==> config.mk <==
export PLATFORM = sky130hd
export DESIGN_NAME = arb_requester
export DESIGN_NICKNAME = d
export VERILOG_FILES = /design/src/rtl/arb_requester.sv
export SDC_FILE = /design/constraint.sdc
export NUM_CORES = 1
export LEC_CHECK = 0
export BUFFER_PORTS_ARGS = -buffer_cell sky130_fd_sc_hd__buf_2
export CAP_MARGIN = 10
export CORE_MARGIN = 5
export CORE_UTILIZATION = 44
export CTS_CLUSTER_DIAMETER = 60
export CTS_CLUSTER_SIZE = 16
export DETAILED_ROUTE_END_ITERATION = 7
export SYNTH_ARGS = -nofsm -noshare
export SYNTH_HDL_FRONTEND = slang
export SYNTH_SLANG_ARGS = --single-unit
export TNS_END_PERCENT = 10
==> constraint.sdc <==
create_clock -name clock -period 2.2 [get_ports clock]
set_clock_uncertainty 0.05 [all_clocks]
set_input_delay 0.11 -clock clock [delete_from_list [all_inputs] [get_ports clock]]
set_output_delay 0.11 -clock clock [all_outputs]
set_load 0.02 [all_outputs]
==> src/rtl/arb_requester.sv <==
// arb_requester: queued job client for a 2-channel grant arbiter (ARB_REQUESTER_TIMEOUT_EN adds err_timeout).
// Latency: req rises one edge after a job is accepted while idle; backpressure: job_ready low while queue full.

module arb_fifo #(
    parameter int WIDTH = 8,
    parameter int DEPTH = 4
) (
    input  logic             clock,
    input  logic             reset,
    input  logic             push,
    input  logic [WIDTH-1:0] push_dat,
    input  logic             pop,
    output logic [WIDTH-1:0] pop_dat,
    output logic             full,
    output logic             empty
);
    localparam int AW = $clog2(DEPTH);
    localparam logic [AW:0] FULL_CNT = (AW+1)'(DEPTH);

    logic [WIDTH-1:0] mem [DEPTH];
    logic [AW-1:0]    wr_ptr;
    logic [AW-1:0]    rd_ptr;
    logic [AW:0]      count;
    logic             do_push;
    logic             do_pop;

    assign full    = (count == FULL_CNT);
    assign empty   = (count == '0);
    assign do_push = push && !full;
    assign do_pop  = pop && !empty;
    assign pop_dat = mem[rd_ptr];

    always_ff @(posedge clock) begin
        if (do_push) begin
            mem[wr_ptr] <= push_dat;
        end
    end

    // Pointers wrap naturally because DEPTH is a power of two.
    always_ff @(posedge clock) begin
        if (reset) begin
            wr_ptr <= '0;
            rd_ptr <= '0;
            count  <= '0;
        end else begin
            if (do_push) begin
                wr_ptr <= wr_ptr + AW'(1);
            end
            if (do_pop) begin
                rd_ptr <= rd_ptr + AW'(1);
            end
            case ({do_push, do_pop})
                2'b10:   count <= count + (AW+1)'(1);
                2'b01:   count <= count - (AW+1)'(1);
                default: count <= count;
            endcase
        end
    end
endmodule

module arb_requester #(
    parameter int LEN_W   = 4,
    parameter int DEPTH   = 4,
    parameter int TIMEOUT = 15
) (
    input  logic             clock,
    input  logic             reset,
    input  logic             job_valid,
    input  logic             job_ch,
    input  logic [LEN_W-1:0] job_len,
    output logic             job_ready,
    input  logic             gnt_0,
    input  logic             gnt_1,
    output logic             req_0,
    output logic             req_1,
    output logic             busy,
    output logic             done,
    output logic             done_ch
`ifdef ARB_REQUESTER_TIMEOUT_EN
    ,
    output logic             err_timeout
`endif
);
    if (DEPTH < 2 || (DEPTH & (DEPTH - 1)) != 0 || TIMEOUT < 1) begin : g_param_check
        $error("arb_requester: DEPTH must be a power of two >= 2 and TIMEOUT >= 1");
    end

    typedef struct packed {
        logic             ch;
        logic [LEN_W-1:0] len;
    } job_t;

    typedef enum logic [1:0] {
        ST_IDLE,
        ST_REQ,
        ST_HOLD,
        ST_RELEASE
    } state_t;

    state_t           state;
    job_t             push_job;
    job_t             head_job;
    logic             q_full;
    logic             q_empty;
    logic             q_pop;
    logic             cur_ch;
    logic [LEN_W-1:0] cur_len;
    logic [LEN_W-1:0] cnt;
    logic             gnt_cur;

    assign push_job  = '{ch: job_ch, len: job_len};
    assign q_pop     = (state == ST_IDLE) && !q_empty;
    assign job_ready = !q_full;
    assign busy      = (state != ST_IDLE) || !q_empty;
    assign gnt_cur   = cur_ch ? gnt_1 : gnt_0;

    arb_fifo #(
        .WIDTH ($bits(job_t)),
        .DEPTH (DEPTH)
    ) u_job_q (
        .clock    (clock),
        .reset    (reset),
        .push     (job_valid),
        .push_dat (push_job),
        .pop      (q_pop),
        .pop_dat  (head_job),
        .full     (q_full),
        .empty    (q_empty)
    );

`ifdef ARB_REQUESTER_TIMEOUT_EN
    localparam int WAIT_W = $clog2(TIMEOUT + 1);
    logic [WAIT_W-1:0] wait_cnt;
`endif

    always_ff @(posedge clock) begin
        if (reset) begin
            state   <= ST_IDLE;
            cur_ch  <= 1'b0;
            cur_len <= '0;
            cnt     <= '0;
            req_0   <= 1'b0;
            req_1   <= 1'b0;
            done    <= 1'b0;
            done_ch <= 1'b0;
`ifdef ARB_REQUESTER_TIMEOUT_EN
            err_timeout <= 1'b0;
            wait_cnt    <= '0;
`endif
        end else begin
            done <= 1'b0;
`ifdef ARB_REQUESTER_TIMEOUT_EN
            err_timeout <= 1'b0;
`endif
            case (state)
                ST_IDLE: begin
                    if (!q_empty) begin
                        cur_ch  <= head_job.ch;
                        cur_len <= head_job.len;
                        req_0   <= !head_job.ch;
                        req_1   <= head_job.ch;
`ifdef ARB_REQUESTER_TIMEOUT_EN
                        wait_cnt <= '0;
`endif
                        state   <= ST_REQ;
                    end
                end
                ST_REQ: begin
                    // A grant on the limit cycle takes priority over the timeout.
                    if (gnt_cur) begin
                        cnt   <= cur_len;
                        state <= ST_HOLD;
                    end
`ifdef ARB_REQUESTER_TIMEOUT_EN
                    else if (wait_cnt == WAIT_W'(TIMEOUT - 1)) begin
                        req_0       <= 1'b0;
                        req_1       <= 1'b0;
                        err_timeout <= 1'b1;
                        state       <= ST_RELEASE;
                    end else begin
                        wait_cnt <= wait_cnt + WAIT_W'(1);
                    end
`endif
                end
                ST_HOLD: begin
                    if (gnt_cur) begin
                        if (cnt == '0) begin
                            req_0   <= 1'b0;
                            req_1   <= 1'b0;
                            done    <= 1'b1;
                            done_ch <= cur_ch;
                            state   <= ST_RELEASE;
                        end else begin
                            cnt <= cnt - LEN_W'(1);
                        end
                    end
                end
                ST_RELEASE: begin
                    // Wait out the previous grant so it is not credited to the next job.
                    if (!gnt_cur) begin
                        state <= ST_IDLE;
                    end
                end
                default: state <= ST_IDLE;
            endcase
        end
    end
endmodule

==> impl_metrics.json <==
{
  "layout-drive-gt1-share_pct": 29.7,
  "synth_net_count": 190,
  "pwr-share-clk_pct": 18.8,
  "final_cell_mix": "20 x dfxtp_1, 20 x edfxtp_1, 16 x nor2_1, 15 x buf_2, 14 x nand2_1",
  "synth-seq-area-share_pct": 54.4,
  "tritoncts_num_sinks": 44,
  "final.min_clock_period_ns": 2.14,
  "die_h_um": 77.2,
  "place.port_buffers": 15,
  "floorplan.io_pins": 16,
  "first_global_vias": 1357,
  "combinational_family_with_the_most_area_after_synthesis": "simple AND/OR/NAND/NOR gates",
  "place_ws_ns": -0.0186,
  "seq_power_share_pct": 36.3,
  "tritoncts": "yes",
  "critPathArrivalTime_ns": 2.31,
  "netlist_instances": 168,
  "totalWireLength_mm": 3.58,
  "gr-total-overflow": 0,
  "slew_headroom_pct": 68.0,
  "timing.reg2reg.worst_path_depth": 8,
  "number_of_antenna_violations_at_the_first_check_in_global_routing": 0,
  "synth-simple-area-share_pct": 13.4,
  "cts_buffers": 5,
  "clk_pin_slew_ns": 0.09,
  "hold_start": "gnt_1",
  "synthAdderAreaFrac_pct": 7.93,
  "detailed_router_iteration_count_before_antenna_repair": 4,
  "timing_worst_slew_pin_value_ns": 0.480,
  "root_buffer": "clkbuf_8",
  "placement_rows": 24,
  "max-clock-path-buffers": 2,
  "ys_dominant_reg_cell": "dfxtp_1",
  "number_of_unique_standard_cell_types_used_by_synthesis": 39,
  "place.gp.congestion": 0.826,
  "power.density_cell_area_nw_per_um2": 1360,
  "total_power_uw": 3300,
  "finalMaxSlewViolations": 0,
  "finalHoldViolCount": 0,
  "vdd_drop_max_mv": 0.770,
  "number_of_diodes_added_for_antenna_fixing": 0,
  "leakagePower_uw": 0.000925,
  "die-width_um": 77.2,
  "synth-compound-area-share_pct": 10.6,
  "start_util_pct": 45.3,
  "cp-start-kind": "register",
  "maxCapViolCount": 0,
  "final_critical_path_setup_slack_ns": 0.0632,
  "grtUsageTotal_pct": 12.9,
  "fill_cells": 363,
  "design.core.area_sq_um": 4380,
  "viasPerCell": 5.27,
  "ys_warn_count": 0,
  "syn_area_per_cell_sq_um": 11.8,
  "synth.ff_latch_count": 44,
  "path_max_fanout": 4,
  "hold_path_depth": 3,
  "fmaxAchievable_mhz": 468,
  "dieArea_sq_um": 5960,
  "depth_of_the_cts_h_tree": 2,
  "syn-cell-area_sq_um": 1990,
  "nNetsFinal": 223,
  "timing.rr.start": "u_job_q.count[1]",
  "worst_skew_pair.late_latency_ns": 0.29,
  "remaining_number_of_nets_flagged_by_the_antenna_check_after_routing": 0,
  "critPathLaunch": "u_job_q.count[1]",
  "p_int_uw": 2130,
  "count_of_final_setup_violators": 0,
  "first_iter_violations": 55,
  "routed_via_count": 1338,
  "synth_enable_flop_cells": 20,
  "area_growth_syn_to_layout_pct": 21.8,
  "power.share.combinational_pct": 44.9,
  "yosys-mux-area-fraction_pct": 7.87,
  "wire_length_of_the_first_global_routing_pass_mm": 6.13,
  "min_delay_worst_type": "in -> reg",
  "sw_frac_of_total_pct": 35.4,
  "worst-endpoint-required_ns": 2.37,
  "dp.final_hpwl_mm": 2.69,
  "power_switching_uw": 1170,
  "synthXorXnorAreaFrac_pct": 2.64,
  "avg_wl_per_cell_um": 14.1,
  "status": "finished, final reports clean",
  "worst_path_class_setup": "reg -> reg",
  "pin_count_of_the_biggest_net_entering_global_routing": 27,
  "route.detailed.drc": 0,
  "cp-end-kind": "register",
  "synth_async_sr_flop_share_pct": 0,
  "layout_worst_path_cycle_share_pct": 97.1
}
## worst max-delay path, stage by stage, from the launching register on
cell and delay, ns:
dfxtp_2 0.36, nor3_4 0.20, nand2b_4 0.16, clkinv_2 0.08, ha_4 0.17, fa_2 0.38, xnor2_1 0.14, or3_1 0.39
a21oi_2 0.13
## power groups by stage
stage,combinational (uW),clock [uW],sequential (uW)
finish,1480,621,1200
global route,1660,684,1220
CTS,1380,636,1180
detailed placement,1340,0,1200
global placement,1300,0,1180
floorplan,984,0,1180
## registers in the layout (all words and copies together), names as in the netlist, named ones only
name,cells
u_job_q.mem,20
cnt,4
cur_len,4
u_job_q.count,3
state,2
u_job_q.rd_ptr,2
u_job_q.wr_ptr,2
cur_ch,1
done,1
done_ch,1
req_0,1
req_1,1
## final cells by class
type	count	area, sq um	share of cell area (%)
Tap cell	52	65.1	2.69
Multi-Input combinational cell	108	898	37.1
Clock inverter	3	46.3	1.91
Timing Repair Buffer	32	215	8.89
Inverter	10	38.8	1.60
Clock buffer	5	68.8	2.84
Sequential cell	44	1090	45.0
## worst paths after layout
path | slack [ns] | to
worst min register to register | 0.42 | cur_len[1]
worst max register to register | 0.06 | u_job_q.count[2]
worst min-delay path | 0.08 | done_ch
worst max-delay path | 0.06 | u_job_q.count[2]
## what timing repair did
action	in CTS	in global routing
buffers inserted	1	2
pin swaps	1	4
endpoints found under the setup margin	1	2
hold buffers	5	0
resized for setup	3	12
hold endpoints to repair	20	0
## synthesized netlist by cell type (2+ instances only)
master,number,area [sq um]
or3_1,3,18.8
a21oi_1,13,65.1
and3_1,4,25.0
edfxtp_1,20,601
nand2_1,14,52.6
clkbuf_1,3,11.3
nand2b_1,5,31.3
dfxtp_1,24,480
nor2_1,16,60.1
o21ai_0,5,25.0
ha_1,11,138
mux2i_1,3,30.0
buf_2,3,15.0
mux4_2,5,113
xor2_1,2,17.5
and2_1,2,12.5
inv_1,9,33.8
xnor2_1,4,35.0
nor3_1,2,10.0
## routing by layer
| layer | up-vias | track usage (%) | share of wire (%) |
|---|---|---|---|
| met5 | - | 0 | 0 |
| met4 | 0 | 3.61 | 0.87 |
| met3 | 4 | 3.75 | 3.8 |
| met2 | 18 | 22.6 | 53 |
| met1 | 653 | 15.2 | 42 |
| li1 | 663 | - | - |
## through the flow
step | cell area (sq um) | instances | TNS [ns] | hold WS, ns | util, %
after CTS | 2360 | 252 | 0 | 0.0742 | 53.9
final | 2420 | 254 | 0 | 0.0841 | 55.2
after global placement | 2180 | 238 | 0 | 0.269 | 49.8
after global routing | 2420 | 254 | -0.0249 | 0.0961 | 55.2
after detailed placement | 2180 | 238 | -0.0186 | 0.275 | 49.8
after floorplan | 2000 | 168 | 0 | 0.159 | -
## cells by family after synthesis
family	after synthesis
multiplexers	9
buffers and inverters	16
AO/OA/AOI/OAI	29
adder cells (fa/ha/maj)	12
flip-flops	44
AND/OR/NAND/NOR	52
XOR/XNOR	6
Power figures use the tool's default switching activity.
